[src/rtl/result_unload_pkg.sv]
// Shared types and constants for the result unloader.
// The header word layout is built here so RTL and docs agree on one definition.
package result_unload_pkg;

  typedef enum logic [1:0] {
    IDLE = 2'd0,
    HDR  = 2'd1,
    SEND = 2'd2
  } state_t;

  localparam logic [7:0] HDR_MAGIC   = 8'hA5;
  localparam int         FRAME_CNT_W = 16;

  function automatic logic [31:0] hdr_word(input logic [7:0] num_words,
                                           input logic [FRAME_CNT_W-1:0] cnt);
    return {HDR_MAGIC, num_words, cnt};
  endfunction

endpackage

[src/rtl/result_unload.sv]
// Serializes one wide PE-array result into a ready/valid stream of WORD_W-bit words, word 0 first.
// Optional header word before each frame when RESULT_UNLOAD_HDR_EN is defined.
module result_unload
  import result_unload_pkg::*;
#(
  parameter int WORD_W    = 32,
  parameter int NUM_WORDS = 8
) (
  input  logic                          clk,
  input  logic                          rst,
  input  logic [NUM_WORDS*WORD_W-1:0]   res_data_i,
  input  logic                          res_valid_i,
  output logic                          res_ready_o,
  output logic [WORD_W-1:0]             data_o,
  output logic                          data_valid_o,
  input  logic                          data_ready_i,
  output logic                          data_last_o,
  output logic                          busy_o,
  output logic [FRAME_CNT_W-1:0]        frame_cnt_o
);

  localparam int IDX_W = (NUM_WORDS > 1) ? $clog2(NUM_WORDS) : 1;
  localparam logic [IDX_W-1:0] LAST_IDX = IDX_W'(NUM_WORDS - 1);

  state_t                        state_q, state_d;
  logic [NUM_WORDS*WORD_W-1:0]   buf_q;
  logic [IDX_W-1:0]              idx_q;
  logic [FRAME_CNT_W-1:0]        cnt_q;
  logic                          ready_q;
  logic                          capture;
  logic                          word_xfer;
  logic                          frame_done;

  always_comb begin
    state_d    = state_q;
    capture    = 1'b0;
    word_xfer  = 1'b0;
    frame_done = 1'b0;
    case (state_q)
      IDLE: begin
        if (res_valid_i && ready_q) begin
          capture = 1'b1;
`ifdef RESULT_UNLOAD_HDR_EN
          state_d = HDR;
`else
          state_d = SEND;
`endif
        end
      end
      HDR: begin
        if (data_ready_i) state_d = SEND;
      end
      SEND: begin
        if (data_ready_i) begin
          word_xfer = 1'b1;
          if (idx_q == LAST_IDX) begin
            frame_done = 1'b1;
            state_d    = IDLE;
          end
        end
      end
      default: state_d = IDLE;
    endcase
  end

  // ready is registered from the next state so upstream never sees a comb path from data_ready_i
  always_ff @(posedge clk or posedge rst) begin
    if (rst) begin
      state_q <= IDLE;
      buf_q   <= '0;
      idx_q   <= '0;
      cnt_q   <= '0;
      ready_q <= 1'b1;
    end else begin
      state_q <= state_d;
      ready_q <= (state_d == IDLE);
      if (capture) begin
        buf_q <= res_data_i;
        idx_q <= '0;
      end else if (word_xfer) begin
        idx_q <= frame_done ? '0 : idx_q + 1'b1;
      end
      if (frame_done) cnt_q <= cnt_q + 1'b1;
    end
  end

  always_comb begin
    data_o       = '0;
    data_valid_o = (state_q != IDLE);
    data_last_o  = (state_q == SEND) && (idx_q == LAST_IDX);
    case (state_q)
      SEND: data_o = buf_q[WORD_W*32'(idx_q) +: WORD_W];
`ifdef RESULT_UNLOAD_HDR_EN
      HDR:  data_o = WORD_W'(hdr_word(8'(NUM_WORDS), cnt_q));
`endif
      default: data_o = '0;
    endcase
  end

  assign res_ready_o = ready_q;
  assign busy_o      = (state_q != IDLE);
  assign frame_cnt_o = cnt_q;

endmodule

[config.mk]
export PLATFORM = sky130hd
export DESIGN_NAME = result_unload
export DESIGN_NICKNAME = d
export VERILOG_FILES = /design/src/rtl/result_unload_pkg.sv /design/src/rtl/result_unload.sv
export SDC_FILE = /design/constraint.sdc
export NUM_CORES = 1
export LEC_CHECK = 0
export ABC_AREA = 1
export CAP_MARGIN = 20
export CORE_ASPECT_RATIO = 1.25
export CORE_UTILIZATION = 40
export CTS_CLUSTER_SIZE = 8
export DETAILED_ROUTE_END_ITERATION = 6
export GPL_TIMING_DRIVEN = 0
export PLACE_DENSITY = 0.7
export RECOVER_POWER = 50
export SLEW_MARGIN = 30
export SYNTH_ARGS = -nofsm -noshare
export SYNTH_HDL_FRONTEND = slang
export SYNTH_SLANG_ARGS = --single-unit
[constraint.sdc]
create_clock -name clk -period 13.55 [get_ports clk]
set_clock_uncertainty 0.15 [all_clocks]
set_input_delay 2.71 -clock clk [delete_from_list [all_inputs] [get_ports clk]]
set_output_delay 2.71 -clock clk [all_outputs]
set_load 0.02 [all_outputs]
# Word-level counts from Yosys, hierarchy flattened
# Index checks and enable logic that the tools add are counted.
[totals]
ff_bits = 278
in_bits = 260
output_inout_bits = 52
[op_classes]
n_addsub = 2
muxes = 16
shift = 1
n_eq_ne = 3
reduce_logical = 6
[op_table]
columns = ["cell", "n"]
rows = [
  ["$shiftx 256x9->32", 1],
  ["$mux 32", 1],
  ["$add 16x1->16 const B", 1],
  ["$mux 3", 3],
  ["$mux 2", 4],
  ["$mux 1", 7],
  ["$pmux 2 s3", 1],
  ["$logic_not 2->1", 2],
  ["$reduce_bool 2->1", 2],
  ["$add 3x1->3 const B", 1],
  ["$eq 3x3->1 const B", 1],
  ["$eq 2x1->1 const B", 1],
  ["$eq 2x2->1 const B", 1],
  ["$logic_and 1x1->1", 2],
]

# Logic depth before layout (Yosys ltp)
[depth]
word_depth = 7
mapped_depth = 9
mapped_depth_nobuf = 9

# Worst setup path before layout
# OpenSTA, ideal clock, no wires.
[synth_path]
path_type = "register -> output"
start = "register idx_q[1]"
end = "output port data_o[10]"
stages_incl_launch_ff = 8
setup_slack_ns = 9.312
t_required_ns = 10.690
t_arrival_ns = 1.378
path_cell_list = "dfrtp_1 inv_1 buf_2 buf_1 nand3_1 nand3_1 nand2_1 nor2_1"
[synth_between]
elab_chain_cells = 2
[synth_rtl]
columns = ["element", "line", "text"]
rows = [
  ["start: declaration", "result_unload.sv:27", "logic [IDX_W-1:0] idx_q;"],
  ["start signal: assignment", "result_unload.sv:81", "idx_q <= frame_done ? '0 : idx_q + 1'b1;"],
  ["$shiftx 256x9->32", "result_unload.sv:92", "SEND: data_o = buf_q[WORD_W*32'(idx_q) +: WORD_W];"],
  ["$mux 32", "result_unload.sv:91", "case (state_q)"],
  ["end: declaration", "result_unload.sv:14", "output logic [WORD_W-1:0] data_o,"],
]
# No other way between the ends.

==> results.md <==
- Status: complete, but fails checks
- Failing checks: max-capacitance violations, max-slew violations
- Global-route wire length before repair: 73.6 mm
- Slowest CP cell: clkbuf_1
- Post-DP HPWL: 36.5 mm
- Post-synthesis cell type count: 26
- Vias post-DR: 13,100
- CP Class: in2async
- Die H: 209 microns
- DRC Markers: 0
- TritonRoute pass-1 iters: 5
- Number of fill cells: 3,222
- Root Driver: clkbuf_16
- CP Data Arrival Time: 7.78 ns
- Mean area per synthesized cell: 7.52 sq um
- Final Wtd Congestion: 0.884
- GR Overflow Total: 0
- Cell Area, Placed: 17,500 sq um
- Sequential Area: 6960 sq um
- Actual slew at the worst max-slew pin: 3.62 ns
- Number of global-route vias before repair: 13,600
- Power Total: 4210 uW
- Largest net degree at the start of global routing: 81
- Final Hold Fails: 0
- CP max FO: 80
- FMAX: 0.125 GHz
- Pins Over Slew Limit: 137
- CTS Buf Count: 40
- Initial antenna violation count: 1
- Drt via density: 4.99
- Clock-pin slew on the worst setup and hold paths: 0.05 ns
- Hold_buf cts: 0
- Final Cycle Share: 59.2%
- CP Capture Type: async pin
- CTS tree: done
- Wire per inst: 18.0 microns
- Die ar.: 35,100 sq um
- PostCTS Resize Cnt: 0
- Core area: 33,700 sq um
- Clock sinks: 278
- Clk_lat worst skew: 0.53 ns
- Layout cell share with drive strength beyond 1: 4.97%
- Row cnt: 75
- ANT nets after route: 0
- Final setup vio count: 0
- Chip width: 168 microns
- Worst IR drop on VDD: 104 uV
- Area growth, synth to finish: 33.8%
- Leakage: 0.00927 uW
- Initial Utilization: 40.8%
- Mapped cell area: 13,700 sq um
- Sequential cell area fraction in the yosys report: 50.6%
- Synth Warn #: 0
- Critical path's largest stage delay: 2.41 ns
- Data required, critical path: 13.30 ns
- Design Area, Final: 18,400 sq um
- H-Tree Depth: 2
- Boundary Pins: 312
- Postcts setup bufs: 0
- WL final: 47.2 mm
- CTS Buffer Depth: 3
- Yosys reg bits: 278
- Multi-input logic area: 5020 sq um
- 1st-iter DRT viols: 966
- Syn nets: 2,091
- Max cap viols: 2
- CP Launch Type: input pin
- Worst hold path class: reg2reg
- Min cycle time layout: 8.03 ns
- RSZ-0062 raised after global routing: false
- IO Port Bufs: 311
- Post-Synthesis Cells: 1,828
- Pwr Density: 229 nW/um^2
- Layout Nets: 2,447
- Total GRT Usage: 27.5%
- Crit path cell chain: dlygate4sd3_1, clkinvlp_2, clkbuf_1
- Relative slew slack: -143%
[final timing paths]
path	from	to	cells past startpoint	slack, ns
max in group clk	idx_q[0]	data_o[19]	8	7.49
hold / removal	buf_q[27]	buf_q[27]	2	0.33
setup / recovery	rst	buf_q[227]	3	5.52
min in group asynchronous	rst	buf_q[11]	2	3.56
setup reg to reg	state_q[0]	buf_q[120]	6	10.73
hold reg to reg	buf_q[27]	buf_q[27]	2	0.33
[state kept, by name, summed over array words and instances (netlist names)]
signal and flops:
idx_q 3, res_ready_o 1, state_q 2, frame_cnt_o 16, buf_q 256
[report_power, final]
group,internal [uW],switching [uW]
clock,556,354
sequential,1230,148
combinational,702,1220
total,2490,1720
[cell families (layout without fill, tap and decap cells)]
group                      Yosys count  in the layout  share of synthesized area [%]
AOI/OAI and AO/OA                  308            308                           11.4
DFF                                278            278                           50.6
adders and majority gates            3              3                          0.273
and+or+nand+nor                    844            844                           24.4
other                                0              1                              0
xor gates and xnor gates             8              8                          0.510
buffers and inverters              387            753                           12.9
[cells in the mapped netlist]
master / n / area share (%)
xnor2_1: 5 / 0.32
o22ai_1: 1 / 0.046
nor2_1: 308 / 8.4
o21ai_1: 17 / 0.62
clkinv_1: 1 / 0.027
o21bai_1: 3 / 0.16
a21oi_2: 4 / 0.25
buf_6: 28 / 2.3
a21oi_1: 188 / 6.8
buf_4: 15 / 0.82
xor2_1: 3 / 0.19
clkbuf_1: 18 / 0.49
buf_2: 38 / 1.4
ha_1: 3 / 0.27
buf_1: 11 / 0.30
inv_1: 276 / 7.5
nand2_1: 405 / 11
nor3_1: 1 / 0.036
dfrtp_1: 277 / 50
nand4_1: 4 / 0.18
nor2_4: 1 / 0.082
nand3_1: 122 / 4.4
dfstp_2: 1 / 0.19
nor2_2: 2 / 0.091
o21ai_0: 95 / 3.5
nand3_2: 1 / 0.073
[critical path: cells and delay by family]
family	cells	cell delay (ns)
buffers and inverters	3	4.99
[stage by stage]
step                setup TNS [ns]  utilization (%)  instances  setup slack (ns)  hold WS [ns]
floorplan                        0                -       1828              3.03         0.298
global route                     0             54.6       2618              4.46         0.350
global placement           -117.85             51.6       2562            -0.453         0.311
finish                           0             54.6       2618              5.52         0.327
detailed placement               0             51.9       2565              8.05         0.318
CTS                              0             55.2       2617              7.48         0.331
[layout make-up]
class | instances | share of cell area (%)
flip-flops and latches | 278 | 37.8
multi-input cells | 1163 | 27.3
repair buffers | 314 | 17.2
clock buffers | 51 | 5.95
inverters | 277 | 5.66
plain buffers | 110 | 3.07
well taps | 423 | 2.88
clock inverters | 1 | 0.0884
diodes | 1 | 0.0136
[layout by cell type, fill, tap and decap left out, types with 2 or more instances in the layout]
master           count
xnor2_1              5
dlygate4sd3_1        3
o21bai_1             3
clkbuf_16           42
buf_1               11
nand3_1            123
buf_16               2
clkdlybuf4s50_1    308
buf_2               38
a21oi_1            188
nand4_1              4
buf_4                6
nor2_1             309
clkbuf_1            53
nand2_1            405
o21ai_1              9
buf_6               11
o21ai_0            103
dfrtp_1            277
xor2_1               3
ha_1                 3
inv_1              275
a21oi_2              4
[metal layers]
| metal | share of wire, % | GRT usage (%) | vias up |
|---|---|---|---|
| met5 | 0 | 0 | - |
| met4 | 5.1 | 14.6 | 0 |
| met3 | 6.1 | 4.70 | 125 |
| met2 | 50 | 47.9 | 485 |
| met1 | 39 | 32.4 | 6159 |
| li1 | - | - | 6306 |
Power figures use the tool's default switching activity.
